### src/rtl/obi_lsu_pkg.sv
// Shared types for the OBI load/store unit: access direction, FSM state encoding
// and the per-transaction record kept in the response-tracking FIFO.
package obi_lsu_pkg;

    typedef enum logic {
        READ  = 1'b0,
        WRITE = 1'b1
    } rdwr;

    typedef logic [1:0] t_lsu_state;

    localparam logic [1:0] LSU_IDLE = 2'd0;
    localparam logic [1:0] LSU_ADDR = 2'd1;
    localparam logic [1:0] LSU_RESP = 2'd2;

    typedef struct packed {
        rdwr we;
    } lsu_txn;

    // Width of a counter that must hold 0..n inclusive.
    function automatic int cnt_width(input int n);
        return (n < 1) ? 1 : $clog2(n + 1);
    endfunction

endpackage

### src/rtl/obi_lsu_txn_fifo.sv
// In-order record of issued OBI transactions awaiting rvalid; push and pop in the
// same cycle are accepted even when full, since the pop frees the slot being written.
module obi_lsu_txn_fifo
    import obi_lsu_pkg::*;
#(
    parameter int DEPTH = 2,
    parameter int W     = 1
) (
    input  logic         clk,
    input  logic         rst_n,
    input  logic         push,
    input  logic [W-1:0] push_data,
    input  logic         pop,
    output logic [W-1:0] head,
    output logic         full,
    output logic         empty
);

    localparam int PW = (DEPTH > 1) ? $clog2(DEPTH) : 1;
    localparam int CW = cnt_width(DEPTH);

    logic [W-1:0]  mem [DEPTH];
    logic [PW-1:0] wr_ptr;
    logic [PW-1:0] rd_ptr;
    logic [CW-1:0] cnt;
    logic          do_push;
    logic          do_pop;

    function automatic logic [PW-1:0] ptr_next(input logic [PW-1:0] p);
        return (p == PW'(DEPTH - 1)) ? '0 : p + 1'b1;
    endfunction

    assign empty   = (cnt == '0);
    assign full    = (cnt == CW'(DEPTH));
    assign do_pop  = pop & ~empty;
    assign do_push = push & (~full | do_pop);
    assign head    = mem[rd_ptr];

    always_ff @(posedge clk) begin
        if (!rst_n) begin
            wr_ptr <= '0;
            rd_ptr <= '0;
            cnt    <= '0;
        end else begin
            if (do_push) wr_ptr <= ptr_next(wr_ptr);
            if (do_pop)  rd_ptr <= ptr_next(rd_ptr);
            cnt <= cnt + CW'(do_push) - CW'(do_pop);
        end
    end

    always_ff @(posedge clk) begin
        if (do_push) mem[wr_ptr] <= push_data;
    end

endmodule

### src/rtl/obi_lsu.sv
// Load/store unit between the MEM stage and a data-side OBI master port.
// Optional LSU_MISALIGN_CHK_EN adds misalign_o and suppresses misaligned full-word accesses.
//
// state    | meaning
// LSU_IDLE | no request on the bus; accept a new access if a slot is free
// LSU_ADDR | obi_req_o high, request fields frozen until gnt
// LSU_RESP | load granted, waiting for its rvalid at the FIFO head
module obi_lsu
    import obi_lsu_pkg::*;
#(
    parameter int DATA_W    = 32,
    parameter int ADDR_W    = 32,
    parameter int MAX_OUTST = 2
) (
    input  logic                clk,
    input  logic                rst_n,
    input  logic                mem_en_i,
    input  rdwr                 we_i,
    input  logic [ADDR_W-1:0]   addr_i,
    input  logic [DATA_W-1:0]   wdata_i,
    input  logic [DATA_W/8-1:0] be_i,
    output logic                lsu_stall_o,
    output logic [DATA_W-1:0]   rdata_o,
    output logic                rdata_valid_o,
    output logic                obi_req_o,
    input  logic                obi_gnt_i,
    output logic [ADDR_W-1:0]   obi_addr_o,
    output logic                obi_we_o,
    output logic [DATA_W/8-1:0] obi_be_o,
    output logic [DATA_W-1:0]   obi_wdata_o,
    input  logic                obi_rvalid_i,
    input  logic [DATA_W-1:0]   obi_rdata_i
`ifdef LSU_MISALIGN_CHK_EN
    ,
    output logic                misalign_o
`endif
);

    localparam int BE_W = DATA_W / 8;

    t_lsu_state          state_q;
    t_lsu_state          state_d;
    logic [ADDR_W-1:0]   addr_q;
    rdwr                 we_q;
    logic [BE_W-1:0]     be_q;
    logic [DATA_W-1:0]   wdata_q;
    logic [DATA_W-1:0]   rdata_q;
    logic                rdata_valid_q;

    lsu_txn              push_txn;
    logic [$bits(lsu_txn)-1:0] head_raw;
    lsu_txn              head_txn;
    logic                fifo_full;
    logic                fifo_empty;

    logic                idle_ready;
    logic                misalign_hit;
    logic                issue;
    logic                gnt_fire;
    logic                load_done;
    logic                retire;

    // The cycle after a load completes still shows that load on mem_en_i; it must not re-issue.
    assign idle_ready = (state_q == LSU_IDLE) & mem_en_i & ~rdata_valid_q;

`ifdef LSU_MISALIGN_CHK_EN
    assign misalign_hit = idle_ready
                        & ((addr_i & ADDR_W'(BE_W - 1)) != '0)
                        & (be_i == '1);
    assign misalign_o   = misalign_hit;
    assign obi_addr_o   = addr_q;
`else
    assign misalign_hit = 1'b0;
    assign obi_addr_o   = addr_q & ~ADDR_W'(BE_W - 1);
`endif

    assign issue     = idle_ready & ~misalign_hit & ~fifo_full;
    assign gnt_fire  = (state_q == LSU_ADDR) & obi_gnt_i;
    assign head_txn  = lsu_txn'(head_raw);
    assign load_done = (state_q == LSU_RESP) & obi_rvalid_i & ~fifo_empty
                     & (head_txn.we == READ);
    assign retire    = rdata_valid_q | (gnt_fire & (we_q == WRITE)) | misalign_hit;

    assign lsu_stall_o   = mem_en_i & ~retire;
    assign rdata_o       = rdata_q;
    assign rdata_valid_o = rdata_valid_q;
    assign obi_req_o     = (state_q == LSU_ADDR);
    assign obi_we_o      = (we_q == WRITE);
    assign obi_be_o      = be_q;
    assign obi_wdata_o   = wdata_q;

    always_comb begin
        push_txn    = '0;
        push_txn.we = we_q;
    end

    always_comb begin
        state_d = state_q;
        case (state_q)
            LSU_IDLE: if (issue) state_d = LSU_ADDR;
            LSU_ADDR: if (obi_gnt_i) state_d = (we_q == WRITE) ? LSU_IDLE : LSU_RESP;
            LSU_RESP: if (load_done) state_d = LSU_IDLE;
            default:  state_d = LSU_IDLE;
        endcase
    end

    always_ff @(posedge clk) begin
        if (!rst_n) begin
            state_q       <= LSU_IDLE;
            addr_q        <= '0;
            we_q          <= READ;
            be_q          <= '0;
            wdata_q       <= '0;
            rdata_q       <= '0;
            rdata_valid_q <= 1'b0;
        end else begin
            state_q       <= state_d;
            rdata_valid_q <= load_done;
            if (issue) begin
                addr_q  <= addr_i;
                we_q    <= we_i;
                be_q    <= be_i;
                wdata_q <= wdata_i;
            end
            if (load_done) rdata_q <= obi_rdata_i;
        end
    end

    // Every rvalid pops one entry; stray rvalid on an empty FIFO is dropped inside.
    obi_lsu_txn_fifo #(
        .DEPTH (MAX_OUTST),
        .W     ($bits(lsu_txn))
    ) u_txn_fifo (
        .clk       (clk),
        .rst_n     (rst_n),
        .push      (gnt_fire),
        .push_data (push_txn),
        .pop       (obi_rvalid_i),
        .head      (head_raw),
        .full      (fifo_full),
        .empty     (fifo_empty)
    );

endmodule

### config.mk
export PLATFORM = sky130hd
export DESIGN_NAME = obi_lsu
export DESIGN_NICKNAME = d
export VERILOG_FILES = /design/src/rtl/obi_lsu_pkg.sv /design/src/rtl/obi_lsu_txn_fifo.sv /design/src/rtl/obi_lsu.sv
export SDC_FILE = /design/constraint.sdc
export NUM_CORES = 1
export LEC_CHECK = 0
export BUFFER_PORTS_ARGS = -buffer_cell sky130_fd_sc_hd__buf_4
export CORE_ASPECT_RATIO = 0.7
export CORE_MARGIN = 2
export CORE_UTILIZATION = 49
export CTS_BUF_LIST = sky130_fd_sc_hd__clkbuf_2 sky130_fd_sc_hd__clkbuf_4 sky130_fd_sc_hd__clkbuf_8
export CTS_CLUSTER_DIAMETER = 60
export DETAILED_ROUTE_END_ITERATION = 8
export GPL_TIMING_DRIVEN = 1
export PLACE_DENSITY = 0.82
export SYNTH_ARGS = -nofsm -noshare
export SYNTH_HDL_FRONTEND = slang
export SYNTH_SLANG_ARGS = --single-unit
### constraint.sdc
create_clock -name clk -period 1.92 [get_ports clk]
set_clock_uncertainty 0.2 [all_clocks]
set_input_delay 0.384 -clock clk [delete_from_list [all_inputs] [get_ports clk]]
set_output_delay 0.384 -clock clk [all_outputs]
set_load 0.02 [all_outputs]
======== After elaboration in Yosys (flattened, before gate mapping) ========
Memory sizes are Yosys's and may differ from the RTL's. A register that Yosys moved wholly into a read port is not among the register bits.
Cells that the tools add are included.
word-level totals
  bits of input ports ..................... 106
  ROM bits ................................ 0
  output and inout bits ................... 104
  latch bits .............................. 0
  register bits after elaboration ......... 108
  bits in writable memories ............... 2
  logic and storage cells ................. 53
  memories ................................ 1
cells by class
  bitwise gates (word level) .............. 18
  multiply operators ...................... 0
  magnitude comparators ................... 0
  reduce and logical (&&, ||, !) cells .... 3
  multiplexer cells ....................... 11
  divide/modulo/power cells ............... 0
  equal/unequal tests ..................... 6
  shift-type cells ........................ 0
  add/subtract/negate cells ............... 4
memory list
  name            words  bits a word  rd ports  clocked after memory_dff  wr ports  RTL line                text
  u_txn_fifo.mem  2      1            1         1                         1         obi_lsu_txn_fifo.sv:22  logic [W-1:0] mem [DEPTH];
operators with widths
  kind                 number
  $and 1x1->1          11
  $mux 2               4
  $mux 1               6
  $pmux 2 s3           1
  $not 1->1            5
  $eq 2x2->1 const B   2
  $logic_not 2->1      2
  $ne 2x2->1 const B   2
  $reduce_and 3->1     1
  $add 1x1->1 const B  2
  $add 2x1->2          1
  $eq 2x1->1 const B   1
  $ne 2x1->1 const B   1
  $or 1x1->1           2
  $sub 2x1->2          1

======== Logic depth before layout (Yosys ltp) ========
  word-level depth ........................ 7
  mapped depth ............................ 7

======== By module ========
From an unflattened synthesis, not the netlist that was laid out.
unflattened totals
  cells, all modules ...................... 483
  area total of the unflattened synthesis .. 4413.0 µm²
modules (own cells, without submodules)
  module            instances  cells each  area each (µm²)  sequential area each (µm²)
  obi_lsu           1          450         4085.2           2042.0
  obi_lsu_txn_fifo  1          33          327.8            160.2

======== Least setup slack after synthesis ========
OpenSTA, ideal clock, no wires.
  path type ............................... register to output
  from .................................... reg rdata_valid_q (netlist: rdata_valid_o)
  to ...................................... out lsu_stall_o
  required time ........................... 1.336 ns
  path slack .............................. -0.035 ns
  cell stages (with the launch flop) ...... 6
  arrival time ............................ 1.371 ns
  cells stage by stage .................... dfxtp_1 -> nand2b_1 -> buf_2 -> buf_2 -> buf_2 -> a21oi_1
between the ends
  longest elaborated chain between the ends .. 3
RTL lines
  element                 RTL line        text
  start, declared         obi_lsu.sv:48   logic rdata_valid_q;
  start signal, assigned  obi_lsu.sv:118  rdata_valid_q <= load_done;
  $or 1x1->1              obi_lsu.sv:82   assign retire = rdata_valid_q | (gnt_fire & (we_q == WRITE)) | misalign_hit;
  $not 1->1               obi_lsu.sv:84   assign lsu_stall_o = mem_en_i & ~retire;
  $and 1x1->1             obi_lsu.sv:84
  end, declared           obi_lsu.sv:22   output logic lsu_stall_o,
No other way between the ends.

======== Worst setup path in the final report ========
  from .................................... reg state_q[0]
  to ...................................... out lsu_stall_o
between the ends
  longest elaborated chain between the ends .. 6
RTL lines
  element                 RTL line        text
  start, declared         obi_lsu.sv:41   t_lsu_state state_q;
  start signal, assigned  obi_lsu.sv:117  state_q <= state_d;
  $eq 2x1->1              obi_lsu.sv:78   assign gnt_fire = (state_q == LSU_ADDR) & obi_gnt_i;
  $and 1x1->1             obi_lsu.sv:78
  $and 1x1->1             obi_lsu.sv:82
  $or 1x1->1              obi_lsu.sv:82
  $not 1->1               obi_lsu.sv:84
  $and 1x1->1             obi_lsu.sv:84
No other way between the ends.

==> metrics.txt <==
outcome=finished, final reports clean; residual DRC count=0; core area=9610 µm²; Critical Path AT=1260 ps; final instance area=6640 µm²; highest metal used=met4; critical setup path kind=flop to primary output; Inst Count DP=796; wire per inst=16.3 µm; first-pass GRT wire length=20.7 mm; Fillers=about 780; post-synth top area cell=dfxtp_1; Placement Cell Area=6390 µm²; Critical Path End Type=primary output; Gate Count Post-Synth=514; fmax=542 MHz; Worst R2R Path Depth=7; buffers added on ports=205; max incr delay on CP=370 ps; Clock Tree Root=clkbuf_8; Die Ht=~87 µm; sequential area share after synthesis=45.9%; r2r setup slk=around 100 ps; Yosys reg bits=109; IO Count=210; non-filler instance count after layout=between 800 and 900; Yosys warnings=0; DR vias=about 4.6k; Netlist cell types=32; Slew @ Worst Pin=just under 600 ps; endpoints failing setup=0; area added between synthesis and finish=38.3%; Worst VDD drop=0.595 mV; DP HPWL=8.88 mm; top post-synthesis cells by area=dfxtp_1 (45%), nand4_1 (8.7%), o31ai_2 (7.8%), a21oi_1 (7.3%), mux2i_1 (6.9%); First-pass DRT Iterations=4; Die ar.=10,600 µm²; crit path time final=1840 ps; layout cells sized above 1=40.9%; worst reg2reg path startpoint=u_txn_fifo.cnt[1]; total of max-cap violations=0; worst hold path startpoint=obi_rdata_i[31]; Rows=30; width of the die=between 100 and 150 µm; Mapped Avg Cell Area=9.34 µm²; hold crit path type=input pin to flop; Slew HR=60.5%; n_diodes=0; antenna-violating nets left=0; largest net degree at the start of global routing=between 60 and 70; initial DRC count=280; final slew viol count=0; clock tree sinks=109; gr usage total=24.2%; CP max FO=4; metal3 WL=933 µm; Overflow after GRT=0; setup_tns=0 ps; Starting Density=49.9%; Yosys top cell area share=44.6%; CTS max path bufs=2; Leakage=2.78 nW; final total power=about 6.5 mW; slowest cell on the critical path=dfxtp_4; Final period util=96.0%; Worst Path Required=1340 ps; vias in the first global route=4,261; CTS H-Tree Depth=3; Avg Vias per Cell=about 5.6; crit path from=state_q[0]; cts bufs inserted=9; final WL=13.3 mm; Synth Cell Area=4800 µm²; final core utilization=roughly 70%; gpl congestion=between 0.7 and 0.8; initial antenna violation count=0; CP Cell Sequence=nor2b_1 > and2_1 > a21oi_2 > buf_6; CTS tree=yes; clock slew seen by the registers of the worst setup and hold paths=90 ps; Post-Route M1 WL=5.75 mm; Final nets=788; Fin. Hold Viols=0; reg2reg end=u_txn_fifo.cnt[1]; crit path launch type=flop; wire length on met2=6.44 mm; insertion delay to the later sink of the worst-skew pair=350 ps; P per Cell Area=a little under 1000 nW/µm²; Hold Path Depth=3; Critical Path End=lsu_stall_o
==> timing repair <==
item | CTS | global route
buffers inserted | 0 | 1
hold buffers | 0 | 0
pin swaps | 0 | 2
resized for setup | 3 | 3
setup endpoints to repair | 1 | 2
cloned | 0 | 0
endpoints found under the hold margin | 0 | 0
==> layout by cell type, fill, tap and decap left out, types with 2 or more instances in the layout <==
master / synthesis / final
a21oi_1: 70 / 69
and2_1: 5 / 5
buf_12: 0 / 9
buf_4: 3 / 210
clkbuf_8: 0 / 13
conb_1: 1 / 2
dfxtp_1: 107 / 104
dfxtp_2: 0 / 2
edfxtp_1: 2 / 2
ha_1: 2 / 2
inv_1: 3 / 3
mux2i_1: 33 / 33
nand2_1: 64 / 64
nand2b_1: 4 / 2
nand4_1: 67 / 67
nor2_1: 6 / 5
nor2b_4: 0 / 2
nor3_1: 2 / 2
o31ai_1: 37 / 37
o31ai_2: 30 / 30
==> report_power, final <==
group	internal (mW)	switching, mW	total (mW)	leakage [nW]
clock	0.765	0.730	1.49	0.116
combinational	0.909	1.38	2.29	1.77
sequential	2.53	0.185	2.72	0.893
total	4.21	2.30	6.50	2.78
==> cell families after synthesis <==
| kind of cell | count (synthesis) | synth area share [%] |
|---|---|---|
| and+or+nand+nor | 156 | 16.8 |
| AOI/OAI and AO/OA | 141 | 21.5 |
| DFF | 109 | 45.9 |
| buffers and inverters | 70 | 7.98 |
| muxes | 33 | 6.88 |
| adders and majority gates | 2 | 0.521 |
| xor gates and xnor gates | 2 | 0.365 |
| other | 1 | 0.0781 |
==> routing by layer <==
layer / track usage, % / vias up
met4: 5.64 / 0
li1: - / 2203
met3: 7.11 / 14
met5: 0 / -
met2: 38.6 / 151
met1: 32.4 / 2184
==> worst max-delay path, delay by kind of cell (launching register included) <==
kind                   cells  cell delay (ps)
AO/OA/AOI/OAI              1              130
flip-flops                 1              370
AND/OR/NAND/NOR            2              290
buffers and inverters      1              130
==> through the flow <==
step / hold WS (ps) / worst slack, ps
after floorplan: 258 / 86.9
after global routing: 52.1 / -14.9
after detailed placement: 246 / 60.6
after global placement: 242 / 105
final: 78.5 / 76.5
after CTS: 58.4 / 0.231
==> synthesized netlist by cell type <==
| library cell | n |
|---|---|
| xor2_1 | 1 |
| and2_1 | 5 |
| xnor2_1 | 1 |
| inv_2 | 1 |
| or3_1 | 1 |
| edfxtp_1 | 2 |
| o31a_1 | 1 |
| nand2_1 | 64 |
| o31ai_2 | 30 |
| conb_1 | 1 |
| nor2_1 | 6 |
| buf_4 | 3 |
| nor3b_1 | 1 |
| o21a_2 | 1 |
| nand4_1 | 67 |
| nor3_1 | 2 |
| nor2b_1 | 3 |
| dfxtp_1 | 107 |
| clkbuf_1 | 26 |
| ha_1 | 2 |
| o21ai_0 | 1 |
| o21a_1 | 1 |
| or2_1 | 1 |
| a21oi_1 | 70 |
| buf_2 | 27 |
| and4b_1 | 1 |
| nand3b_1 | 1 |
| buf_6 | 10 |
| nand2b_1 | 4 |
| mux2i_1 | 33 |
| o31ai_1 | 37 |
| inv_1 | 3 |
==> sequential cells by signal (all words and copies together) (netlist names), named ones only <==
name,flops
addr_q,30
obi_we_o,1
obi_wdata_o,32
obi_be_o,4
rdata_o,32
u_txn_fifo.rd_ptr,1
state_q,2
u_txn_fifo.wr_ptr,1
u_txn_fifo.mem,2
rdata_valid_o,1
u_txn_fifo.cnt,2
==> area by class of cell <==
type	count	area, µm²	area share, %
inverter	4	15.0	0.226
clock inverter	2	38.8	0.584
multi-input combinational	336	2260	34.1
tap	128	160	2.41
clock buffer	14	186	2.81
timing repair buffer	220	1770	26.6
sequential	109	2210	33.3
==> worst min-delay path by stage <==
stage	to	slack [ps]
after floorplan	u_txn_fifo.wr_ptr	260
after global placement	rdata_o[13]	240
after detailed placement	rdata_o[0]	250
after CTS	rdata_o[12]	60
after global routing	rdata_o[12]	50
final	rdata_o[31]	80
No activity file was read; power rests on OpenSTA's default activity.
